[src/rtl/spi_frame_pkg.sv]
// Shared types and constants for the SPI command-stream frame link.
// Used by spi_frame_tx (SPI_FRAME_TX_ABORT_EN adds the abort port) and by the receiver bench.
package spi_frame_pkg;

  localparam int unsigned WORD_W = 16;
  localparam int unsigned HP_W   = 5;   // counts the 32 SCK half-periods of one word

  localparam logic [1:0] CMD_DATA    = 2'd1;
  localparam logic [1:0] CMD_CONTROL = 2'd2;
  localparam logic [1:0] CMD_DONE    = 2'd3;

  typedef enum logic [2:0] {
    IDLE,
    SETUP,
    SHIFT,
    FETCH,
    HOLD
  } state_e;

endpackage

[src/rtl/spi_word_shifter.sv]
// 16-bit MSB-first shift register with SCK divider and half-period counter.
// The frame FSM in spi_frame_tx sequences it.
module spi_word_shifter
  import spi_frame_pkg::*;
#(
  parameter int unsigned CLK_DIV = 2
) (
  input  logic              clk,
  input  logic              nRst,
  input  logic              clear,
  input  logic              load,
  input  logic [WORD_W-1:0] load_data,
  input  logic              enter,
  input  logic              shift_start,
  input  logic              shifting,
  output logic              sck,
  output logic              mosi,
  output logic              div_tc_c,
  output logic              word_last_c
);

  localparam int unsigned DIV_W = (CLK_DIV > 1) ? $clog2(CLK_DIV) : 1;

  logic [DIV_W-1:0]  div_cnt;
  logic [HP_W-1:0]   hp_cnt;
  logic [WORD_W-1:0] sreg;

  assign div_tc_c    = (div_cnt == DIV_W'(CLK_DIV - 1));
  assign word_last_c = shifting && div_tc_c && (hp_cnt == HP_W'(2 * WORD_W - 1));
  assign mosi        = sreg[WORD_W-1];

  // Even half-periods are SCK high; data advances when SCK falls, except after bit0.
  always_ff @(posedge clk) begin
    if (!nRst) begin
      div_cnt <= '0;
      hp_cnt  <= '0;
      sreg    <= '0;
      sck     <= 1'b0;
    end else begin
      div_cnt <= (enter || div_tc_c) ? '0 : div_cnt + DIV_W'(1);
      if (clear) begin
        sck    <= 1'b0;
        hp_cnt <= '0;
      end else if (shift_start) begin
        sck    <= 1'b1;
        hp_cnt <= '0;
      end else if (shifting && div_tc_c && !word_last_c) begin
        sck    <= ~sck;
        hp_cnt <= hp_cnt + HP_W'(1);
        if (sck && (hp_cnt != HP_W'(2 * WORD_W - 2))) begin
          sreg <= {sreg[WORD_W-2:0], 1'b0};
        end
      end
      if (load) begin
        sreg <= load_data;
      end
    end
  end

endmodule

[src/rtl/spi_frame_tx.sv]
// SPI mode-0 frame initiator: command word then n_words payload words, MSB first.
// Define SPI_FRAME_TX_ABORT_EN to add an abort input that drops CS_n without completing the frame.
module spi_frame_tx
  import spi_frame_pkg::*;
#(
  parameter int unsigned CLK_DIV = 2,
  parameter int unsigned LEN_W   = 8
) (
  input  logic              clk,
  input  logic              nRst,
  input  logic              start,
  input  logic [1:0]        cmd,
  input  logic [LEN_W-1:0]  n_words,
  input  logic [WORD_W-1:0] word_in,
  input  logic              word_valid,
`ifdef SPI_FRAME_TX_ABORT_EN
  input  logic              abort,
`endif
  output logic              word_ready,
  output logic              busy,
  output logic              done,
  output logic              spi_sck,
  output logic              spi_mosi,
  output logic              spi_cs_n
);

  state_e            state, state_d;
  logic [LEN_W-1:0]  remaining, remaining_d;
  logic              load;
  logic [WORD_W-1:0] load_data;
  logic              done_d;
  logic              div_tc_c;
  logic              word_last_c;

  spi_word_shifter #(
    .CLK_DIV (CLK_DIV)
  ) u_shifter (
    .clk         (clk),
    .nRst        (nRst),
    .clear       (state_d == IDLE),
    .load        (load),
    .load_data   (load_data),
    .enter       (state_d != state),
    .shift_start ((state == SETUP) && (state_d == SHIFT)),
    .shifting    (state == SHIFT),
    .sck         (spi_sck),
    .mosi        (spi_mosi),
    .div_tc_c    (div_tc_c),
    .word_last_c (word_last_c)
  );

  // Frame sequencing and payload handshake.
  always_comb begin
    state_d     = state;
    remaining_d = remaining;
    load        = 1'b0;
    load_data   = {{(WORD_W-2){1'b0}}, cmd};
    done_d      = 1'b0;
    case (state)
      IDLE: begin
        if (start) begin
          state_d     = SETUP;
          remaining_d = n_words;
          load        = 1'b1;
        end
      end
      SETUP: begin
        if (div_tc_c) state_d = SHIFT;
      end
      SHIFT: begin
        if (word_last_c) state_d = (remaining != '0) ? FETCH : HOLD;
      end
      FETCH: begin
        if (word_valid) begin
          state_d     = SETUP;
          remaining_d = remaining - LEN_W'(1);
          load        = 1'b1;
          load_data   = word_in;
        end
      end
      HOLD: begin
        if (div_tc_c) begin
          state_d = IDLE;
          done_d  = 1'b1;
        end
      end
      default: state_d = IDLE;
    endcase
`ifdef SPI_FRAME_TX_ABORT_EN
    if (abort && (state != IDLE)) begin
      state_d = IDLE;
      load    = 1'b0;
      done_d  = 1'b0;
    end
`endif
  end

  // Outputs are registered from the next state so they line up with it.
  always_ff @(posedge clk) begin
    if (!nRst) begin
      state      <= IDLE;
      remaining  <= '0;
      spi_cs_n   <= 1'b1;
      busy       <= 1'b0;
      done       <= 1'b0;
      word_ready <= 1'b0;
    end else begin
      state      <= state_d;
      remaining  <= remaining_d;
      spi_cs_n   <= (state_d == IDLE);
      busy       <= (state_d != IDLE);
      done       <= done_d;
      word_ready <= (state_d == FETCH);
    end
  end

endmodule

[config.mk]
export PLATFORM = sky130hd
export DESIGN_NAME = spi_frame_tx
export DESIGN_NICKNAME = d
export VERILOG_FILES = /design/src/rtl/spi_frame_pkg.sv /design/src/rtl/spi_word_shifter.sv /design/src/rtl/spi_frame_tx.sv
export SDC_FILE = /design/constraint.sdc
export NUM_CORES = 1
export LEC_CHECK = 0
export ABC_AREA = 1
export CELL_PAD_IN_SITES_DETAIL_PLACEMENT = 1
export CELL_PAD_IN_SITES_GLOBAL_PLACEMENT = 1
export CORE_ASPECT_RATIO = 2
export CORE_MARGIN = 5
export CORE_UTILIZATION = 36
export DETAILED_ROUTE_END_ITERATION = 10
export GPL_TIMING_DRIVEN = 0
export PLACE_DENSITY = 0.82
export SLEW_MARGIN = 0
export SYNTH_ARGS = -nofsm -noshare
export SYNTH_HDL_FRONTEND = slang
export SYNTH_SLANG_ARGS = --single-unit
[constraint.sdc]
create_clock -name clk -period 2.1 [get_ports clk]
set_clock_uncertainty 0.1 [all_clocks]
set_input_delay 0.21 -clock clk [delete_from_list [all_inputs] [get_ports clk]]
set_output_delay 0.21 -clock clk [all_outputs]
set_load 0.01 [all_outputs]
==> impl_summary.md, run 1 <==
Placed design
Counting tap cells, the placed design contains a total of 388 instances. During placement, the flow inserted port buffers numbering 35. The estimated wirelength of the detail-placed design is 4213 µm. Once placement finished, the instance area stood at 0.002404 mm². The pre-CTS setup slack is 44.93 ps. The final weighted congestion in routability-driven placement is 0.8061.

GRT
The total congestion overflow is 0. The global-route met3 utilization is 3.324%. Across every metal layer, demand over resource in global routing totals 15.67%. The layer with the highest usage is met2. The wire length of the first global-routing pass is 9087 µm. The via count of the first global-routing pass is 2,077. The number of antenna violations at the first check in global routing is 0. The largest net degree at the start of global routing is 11. The met1 usage is 14.15%. Global routing used 32.34% of the available met2 tracks.

Timing
The max-slew violation total from the final report is 0. Across all hold checks on the routed design, the worst slack comes to 365.7 ps. The worst-case headroom to the max-slew limit is 64.92%. The highest achievable clock rate is 511.6 MHz. The setup slack after layout is 145.3 ps. At the pin with the least slew margin, the transition time is 526.2 ps.

The setup TNS is 0 ps. Setup violations remaining at the end of the flow were counted as 0. The total count of hold-check failures in the final report was 0. The clock period minus final worst setup slack is 1955 ps. The share of the clock period used by the worst path after layout is 93.08%.

Clock network
The number of sinks handled by clock tree synthesis is 38. The clock root buffer is clkbuf_8. Buffers inserted to repair hold after CTS numbered 0. CTS built an H-tree with a depth of 2.

The later pin in the worst-skew pair is clocked with a latency of 290 ps. TritonCTS built the clock tree. The deepest clock path buffer count is 2. Clock-pin slew was measured on the worst setup and hold paths at 70 ps.

Clock tree synthesis inserted a total of 5 buffers.

Logic synthesis
Sequential elements use 38.46% of the synthesized area. The total of flip-flops plus latches after synthesis is 38. The number of nets handed over by synthesis was 327. The number of warning messages in the yosys log is 0. The post-synthesis cell count is 293. The synthesized netlist occupies a cell area of 0.001978 mm². The count of distinct cell types in the synthesized netlist is 32.

The per-instance average area after synthesis is 6.751 µm².

Worst setup path
The setup path with the least slack is of type flip-flop to flip-flop. The worst register-to-register path ends at u_shifter.sreg[12]$_SDFFE_PN0P_. Data arrives at the worst endpoint at 2040 ps. The critical path startpoint category is a flip-flop.

The data required time at the worst endpoint is 2190 ps. The setup check on the worst reg-to-reg path leaves a slack of 150 ps. The highest fanout seen on the critical path is 10. The kind of end point of the critical path is a flip-flop. The source of the worst register-to-register timing path is u_shifter.hp_cnt[1]$_SDFFE_PP0P_.

The number of cells on the worst reg-to-reg path is 11.

Detailed routing
Once detail routing completed, the nets flagged for antenna violations numbered 0. The total vias in the final route is 1,948. In this run, the number of DRC markers left after iteration 0 of detailed routing was 55.

The post-route DRC violation count is 0. The detailed-routing iteration count for the pre-antenna-repair pass is 4. The vias per cell is 4.919. Summed over all layers, the routed wires come to 5329 µm. The average routed wire per standard cell is 13.46 µm.

Final layout
The fraction of layout instances using a drive strength above 1 is 8.631%. The final cell area excluding filler cells is 0.002495 mm². The number of antenna cells inserted is 0. Cells fill 46.44% of the core in the end. After filler insertion, the fill cell instance count of the layout stands at 726. The count of cells in the finished layout, fillers not included, comes to 396. For this run, the post-layout net count is 370. The top cell types in the final layout, fill and taps aside, are 87 x nand2_1, 46 x nor2_1, 38 x dfxtp_1, 35 x clkdlybuf4s50_1, 29 x inv_1. The growth of design area from synthesis to finish is 26.12%.

Leaving out fill and tap cells, the most frequent cell in the layout is nand2_1.

Floorplan
The floorplan step defined a die boundary enclosing 0.007167 mm². The chip width is 62.42 µm. After floorplanning, the core was divided into 38 placement rows.

The floorplan core area is 0.005373 mm². The height of the chip is 114.8 µm. The initial cell density of the core is 36.82%. In this run the count of I/O pins placed on the die edge is 36.

Pwr
The leakage power summed over all cells is 1.103 nW. The maximum vdd ir drop is 494.8 µV. The overall power consumption is 1.696 mW. In this run the power density over the cells is 679.8 mW/mm².

Run status
The run finished with clean final reports.

Min path
The worst hold endpoint is u_shifter.sreg[1]$_SDFFE_PN0P_. The classification of the worst-slack hold path is flip-flop to flip-flop. The worst hold path passes through 2 cells.

The worst hold path startpoint is u_shifter.sreg[1]$_SDFFE_PN0P_.

Flow run
The number of violations of the max-capacitance limit is 0.
==> cell type report <==
cell class                      count  area, µm²  area share (%)
Buffer                              9      52.55           2.106
Clock buffer                        7      76.32           3.059
Inverter                           32      122.6           4.915
Multi-Input combinational cell    214       1050           42.08
Sequential cell                    38      760.7           30.49
Tap cell                           60      75.07           3.009
Timing Repair Buffer               36      357.8           14.34
==> how the worst max path moves through the flow <==
stage                                                 from                                to  slack [ps]  depth (start not counted)
final                     u_shifter.hp_cnt[1]$_SDFFE_PP0P_   u_shifter.sreg[12]$_SDFFE_PN0P_         150                         11
after detailed placement         remaining[0]$_SDFFE_PN0P_  u_shifter.hp_cnt[1]$_SDFFE_PP0P_          40                          9
after floorplan           u_shifter.hp_cnt[0]$_SDFFE_PP0P_   u_shifter.sreg[15]$_SDFFE_PN0P_         420                         11
after global routing             remaining[0]$_SDFFE_PN0P_  u_shifter.hp_cnt[3]$_SDFFE_PP0P_         -20                          9
after global placement           remaining[0]$_SDFFE_PN0P_  u_shifter.hp_cnt[0]$_SDFFE_PP0P_          90                          9
after CTS                        remaining[0]$_SDFFE_PN0P_  u_shifter.hp_cnt[1]$_SDFFE_PP0P_          40                          9
==> critical path, cell delays in order, from the launching register on <==
cell and delay, ps:
dfxtp_1 350, ha_1 180, inv_1 60, nor2_1 50
ha_1 210, inv_1 120, nand2_4 110, o21ai_4 270
buf_6 190, nand3_1 90, nand2_1 80, nor2_1 40
==> power by group <==
group / total, mW / switching (mW) / internal (mW) / leakage (nW)
clock network: 0.471 / 0.243 / 0.229 / 0.0383
logic: 0.411 / 0.233 / 0.179 / 0.753
registers: 0.813 / 0.0361 / 0.777 / 0.311
==> registers in the layout, summed over array words and instances, names as in the netlist <==
| register | cells |
|---|---|
| state | 3 |
| done | 1 |
| u_shifter.sck | 1 |
| u_shifter.hp_cnt | 5 |
| u_shifter.div_tc_c | 1 |
| busy | 1 |
| word_ready | 1 |
| remaining | 8 |
| spi_cs_n | 1 |
| u_shifter.sreg | 16 |
==> Yosys cell counts <==
library cell | instances | area share (%)
a211oi_1 | 1 | 0.38
a21oi_1 | 7 | 1.8
a21oi_2 | 1 | 0.44
a22oi_1 | 1 | 0.38
a31oi_1 | 5 | 1.6
buf_1 | 1 | 0.19
buf_2 | 3 | 0.76
buf_4 | 2 | 0.76
buf_6 | 1 | 0.57
clkbuf_1 | 2 | 0.38
dfxtp_1 | 38 | 38
ha_1 | 4 | 2.5
inv_1 | 29 | 5.5
inv_2 | 2 | 0.38
inv_4 | 1 | 0.32
nand2_1 | 88 | 17
nand2_2 | 1 | 0.32
nand2_4 | 3 | 1.7
nand3_1 | 22 | 5.6
nand3_2 | 1 | 0.51
nand4_1 | 1 | 0.32
nor2_1 | 47 | 8.9
nor2_4 | 1 | 0.57
nor2_8 | 1 | 1.0
nor3_1 | 2 | 0.51
nor4_1 | 1 | 0.32
o21ai_0 | 15 | 3.8
o21ai_4 | 1 | 0.82
o21bai_1 | 1 | 0.38
or2_2 | 2 | 0.63
xnor2_1 | 1 | 0.44
xor2_1 | 7 | 3.1
==> cell families (layout without fill, tap and decap cells) <==
| family | count (synthesis) | count (layout) | share of synthesized area (%) |
|---|---|---|---|
| flip-flops | 38 | 38 | 38.46 |
| AND/OR/NAND/NOR | 170 | 170 | 37.07 |
| buffers and inverters | 41 | 84 | 8.855 |
| XOR/XNOR | 8 | 8 | 3.542 |
| AO/OA/AOI/OAI | 32 | 32 | 9.551 |
| adder cells (fa/ha/maj) | 4 | 4 | 2.530 |
==> metal layers <==
layer  up-vias  share of wire, %
met4         0               2.0
met5         -                 0
met2        27                59
met1       914                36
li1        998                 -
met3         9               3.1
==> repair_timing <==
item                                    CTS  global route
resized for setup                         0             3
endpoints found under the setup margin    0             7
setup buffers                             0             1
No activity file was read; power rests on OpenSTA's default activity.
==> run 2: changes to the inputs <==
--- a/config.mk
+++ b/config.mk
@@ -10,10 +10,11 @@
 export CELL_PAD_IN_SITES_GLOBAL_PLACEMENT = 1
 export CORE_ASPECT_RATIO = 2
 export CORE_MARGIN = 5
-export CORE_UTILIZATION = 36
+export CORE_UTILIZATION = 40
 export DETAILED_ROUTE_END_ITERATION = 10
+export DONT_BUFFER_PORTS = 1
 export GPL_TIMING_DRIVEN = 0
-export PLACE_DENSITY = 0.82
+export PLACE_DENSITY = 0.76
 export SLEW_MARGIN = 0
 export SYNTH_ARGS = -nofsm -noshare
 export SYNTH_HDL_FRONTEND = slang
==> constraint.sdc (replaced) <==
create_clock -name clk -period 1.9 [get_ports clk]
set_clock_uncertainty 0.1 [all_clocks]
set_input_delay 0.19 -clock clk [delete_from_list [all_inputs] [get_ports clk]]
set_output_delay 0.19 -clock clk [all_outputs]
set_load 0.01 [all_outputs]
==> impl_summary.md, run 2 (synthesis results as in run 1) <==
Detailed routing
The detailed-routing iteration count for the pre-antenna-repair pass was 6 (+2). The total vias in the final route is 1,872 (-3.9%). The detailed router's first-iteration violation count is 43 (-22%). The wire length after detailed routing is 5258 µm (-1.3%). The average routed wire per standard cell came to 14.17 µm (+5.3%).

The vias per cell is 5.046 (+2.6%). The number of nets still failing antenna checks after routing is 0 (unchanged). The post-route DRC violation count is 0 (unchanged).

Clock network
The CTS tree is built. The clock transition at the register clock pins on the worst setup and hold paths after CTS is 80 ps (about the same). The clock insertion delay at the later pin of the skew report is 300 ps (about the same). The deepest clock path buffer count is 2 (unchanged).

The number of sinks handled by clock tree synthesis was 38 (unchanged). The H-tree depth is 2 (unchanged). The CTS buffer count is 5 (unchanged). The tree is rooted in a clkbuf_8.

Placed design
The instance area after placement is 0.002049 mm² (-15%). The number of buffers added on ports was 0 (-100%). The final weighted congestion in routability-driven placement is 0.7730 (-4.1%). The estimated wirelength of the detail-placed design is 3888 µm (-7.7%). The pre-CTS setup slack was -27.27 ps (-72.21 ps).

Final layout
The number of flip-flops in the largest register is 16 (unchanged). Leaving out fill and tap cells, the most frequent cells in the layout are 87 x nand2_1, 45 x nor2_1, 36 x dfxtp_1, 26 x inv_1, 19 x nand3_1. The number of antenna cells inserted is 0 (unchanged). The fraction of layout instances using a drive strength above 1 is 15.29% (+6.7 points). The largest registers in the layout are u_shifter.sreg (16), remaining (8), u_shifter.hp_cnt (5).

The final cell area excluding filler cells is 0.002300 mm² (-7.8%). The number of fillers in the final layout is 642 (-12%). The most common cell after layout, fill and taps aside is nand2_1.

The fraction of the core area covered by cells at the end of the flow came to 47.72% (+1.3 points). The post-layout net count came to 347 (-6.2%). The register ranked first by flip-flop count is u_shifter.sreg. Compared with the post-synthesis result, the final layout area differs by 16.26%.

Timing
The setup slack after layout was 84.19 ps (-61.08 ps). The transition time at the pin with the least slew margin came to 473.8 ps (-52.38 ps). The total count of hold-check failures in the final report came to 0 (unchanged). The clock period minus final worst setup slack came to 1816 ps (-138.9 ps). The tightest hold margin is 21.23 ps (-344.4 ps). The max-slew violation total from the final report is 0 (unchanged). The final-report setup violation count is 0 (unchanged). The highest achievable clock rate was 550.7 MHz (+7.7%). The share of the clock period used by the worst path after layout was 95.57% (+2.5 points). The worst-case headroom to the max-slew limit was 68.42% (+3.5 points).

Pwr
The logic gate share of total power is 20.9% (-3.4 points). The switching power share of the total was 31.59% (+1.4 points). The leakage power summed over all cells is 1.031 nW (-6.5%). The proportion of power drawn by flip-flops and latches was 47.4% (-0.5 points). The power share of the clock group is 31.7% (+3.9 points). The cell internal power dissipation came to 1.306 mW (+10%). The maximum vdd ir drop is 575.9 µV (+16%). The power per unit of standard cell area is 830.1 mW/mm² (+22%).

The net load switching power was 0.6032 mW (+18%). The overall power consumption is 1.909 mW (+13%).

GRT
The total congestion overflow is 0 (unchanged). The overall global routing resource usage is 17.34% (+1.7 points). The via count of the first global-routing pass is 1,871 (-9.9%). The number of antenna violations at the first check in global routing is 0 (unchanged). The largest net degree at the start of global routing is 13 (+2). The wire length of the first global-routing pass is 8487 µm (-6.6%).

Flow run
The number of violations of the max-capacitance limit is 0 (unchanged).

Worst setup path
The start-to-end type of the worst setup path is flip-flop to flip-flop. The data arrival time at the worst-slack endpoint was 1920 ps (-120 ps). The worst register-to-register path begins at u_shifter.hp_cnt[1]$_SDFFE_PP0P_. Among all stages on the critical path, the largest delay is contributed by dfxtp_2.

The signal on the critical path passes through ha_2, inv_2, nor2_1, ha_2, inv_2, nand2_4, o21ai_4, buf_4, nand3_1, nand2_1, nor2_1. The data required time at the worst endpoint is 2000 ps (-190 ps). The setup slack of the most critical reg-to-reg path is 80 ps (-60 ps). The number of logic stages on the critical path including buffering was 11 (unchanged). The end of the worst register-to-register path is u_shifter.sreg[14]$_SDFFE_PN0P_. The cell count of the worst reg-to-reg path is 11 (unchanged). The worst setup path is launched from a flip-flop. The buffer and inverter count on the worst path is 3 (unchanged). STA classifies the critical path endpoint as a flip-flop. The highest fanout seen on the critical path came to 7 (-3).

The critical path starts at u_shifter.hp_cnt[1]$_SDFFE_PP0P_. The termination of the worst setup path is u_shifter.sreg[14]$_SDFFE_PN0P_. The kind of cell with the highest combined delay along the critical path is adder cells.

The largest incremental delay on the critical path came to 350 ps (about the same).

Floorplan
The area of the die is 0.006537 mm² (-8.8%). The row count came to 36 (-5.3%). The floorplan core area is 0.004820 mm² (-10%). The chip width is 59.73 µm (-4.3%). The height of the chip is 109.5 µm (-4.7%). The number of primary I/O pins is 36 (unchanged). The initial cell density of the core is 41.04% (+4.2 points).

Min path
The classification of the worst-slack hold path is input port to flip-flop.

Run status
The run finished with clean final reports.
-- run 2: cell count changes in the layout (fill, tap and decap cells not counted), moves of 2 or more --
cell | previous run | this run
clkdlybuf4s50_1 | 35 | 0
dlygate4sd3_1 | 0 | 7
buf_4 | 3 | 6
inv_1 | 29 | 26
inv_2 | 2 | 5
nand3_1 | 22 | 19
nand3_2 | 1 | 4
buf_6 | 1 | 3
clkbuf_1 | 4 | 2
dfxtp_1 | 38 | 36
dfxtp_2 | 0 | 2
ha_1 | 3 | 1
ha_2 | 1 | 3
-- run 2: stage by stage --
| step | std cells | TNS [ps] |
|---|---|---|
| 2_1_floorplan | 293 | 0 |
| 3_3_place_gp | 350 | -31.07 |
| 3_5_place_dp | 350 | -138.2 |
| 4_1_cts | 369 | 0 |
| 5_1_grt | 371 | -33.34 |
| 6_report | 371 | 0 |
-- run 2: final cells by class --
type | count | area, µm² | area share (%)
plain buffers | 9 | 56.30 | 2.448
well taps | 57 | 71.32 | 3.101
clock buffers | 6 | 82.58 | 3.591
repair buffers | 13 | 118.9 | 5.169
clock inverters | 2 | 12.51 | 0.5441
flip-flops and latches | 38 | 763.2 | 33.19
inverters | 32 | 122.6 | 5.332
multi-input cells | 214 | 1072 | 46.63
-- run 2: worst min path at each step --
stage                     cells past startpoint                             end       start
after floorplan                               2       remaining[1]$_SDFFE_PN0P_  n_words[1]
after global placement                        2       remaining[1]$_SDFFE_PN0P_  n_words[1]
after detailed placement                      2       remaining[1]$_SDFFE_PN0P_  n_words[1]
after CTS                                     2  u_shifter.sreg[0]$_SDFFE_PN0P_  word_in[0]
after global routing                          4  u_shifter.sreg[5]$_SDFFE_PN0P_  word_in[5]
final                                         2  u_shifter.sreg[0]$_SDFFE_PN0P_  word_in[0]
-- run 2: worst reg2reg max path, cell delays in order (launching register included) --
cell and delay (ps):
dfxtp_2 350, ha_2 180, inv_2 60, nor2_1 50, ha_2 200, inv_2 80
nand2_4 70, o21ai_4 270, buf_4 180, nand3_1 60, nand2_1 90, nor2_1 50
-- run 2: per-layer routing --
layer	vias up	part of all wire (%)	GRT usage [%]
met2	25	58	32.82
li1	957	-	-
met4	0	2.6	8.082
met5	-	0	0
met3	9	3.9	3.408
met1	881	36	17.09
-- run 2: repair_timing --
action	4_1_cts	5_1_grt
hold buffers	7	0
buffers inserted	3	2
resized for setup	4	13
endpoints found under the setup margin	16	25
pin swaps	2	6
hold endpoints to repair	7	0
cloned	1	0
-- run 2: power by group through the flow --
stage	clock network [mW]	registers [mW]	logic (mW)
after global placement	0	0.922	0.352
final	0.605	0.905	0.399
after global routing	0.660	0.912	0.460
after floorplan	0	0.913	0.284
after detailed placement	0	0.924	0.360
after CTS	0.634	0.906	0.391
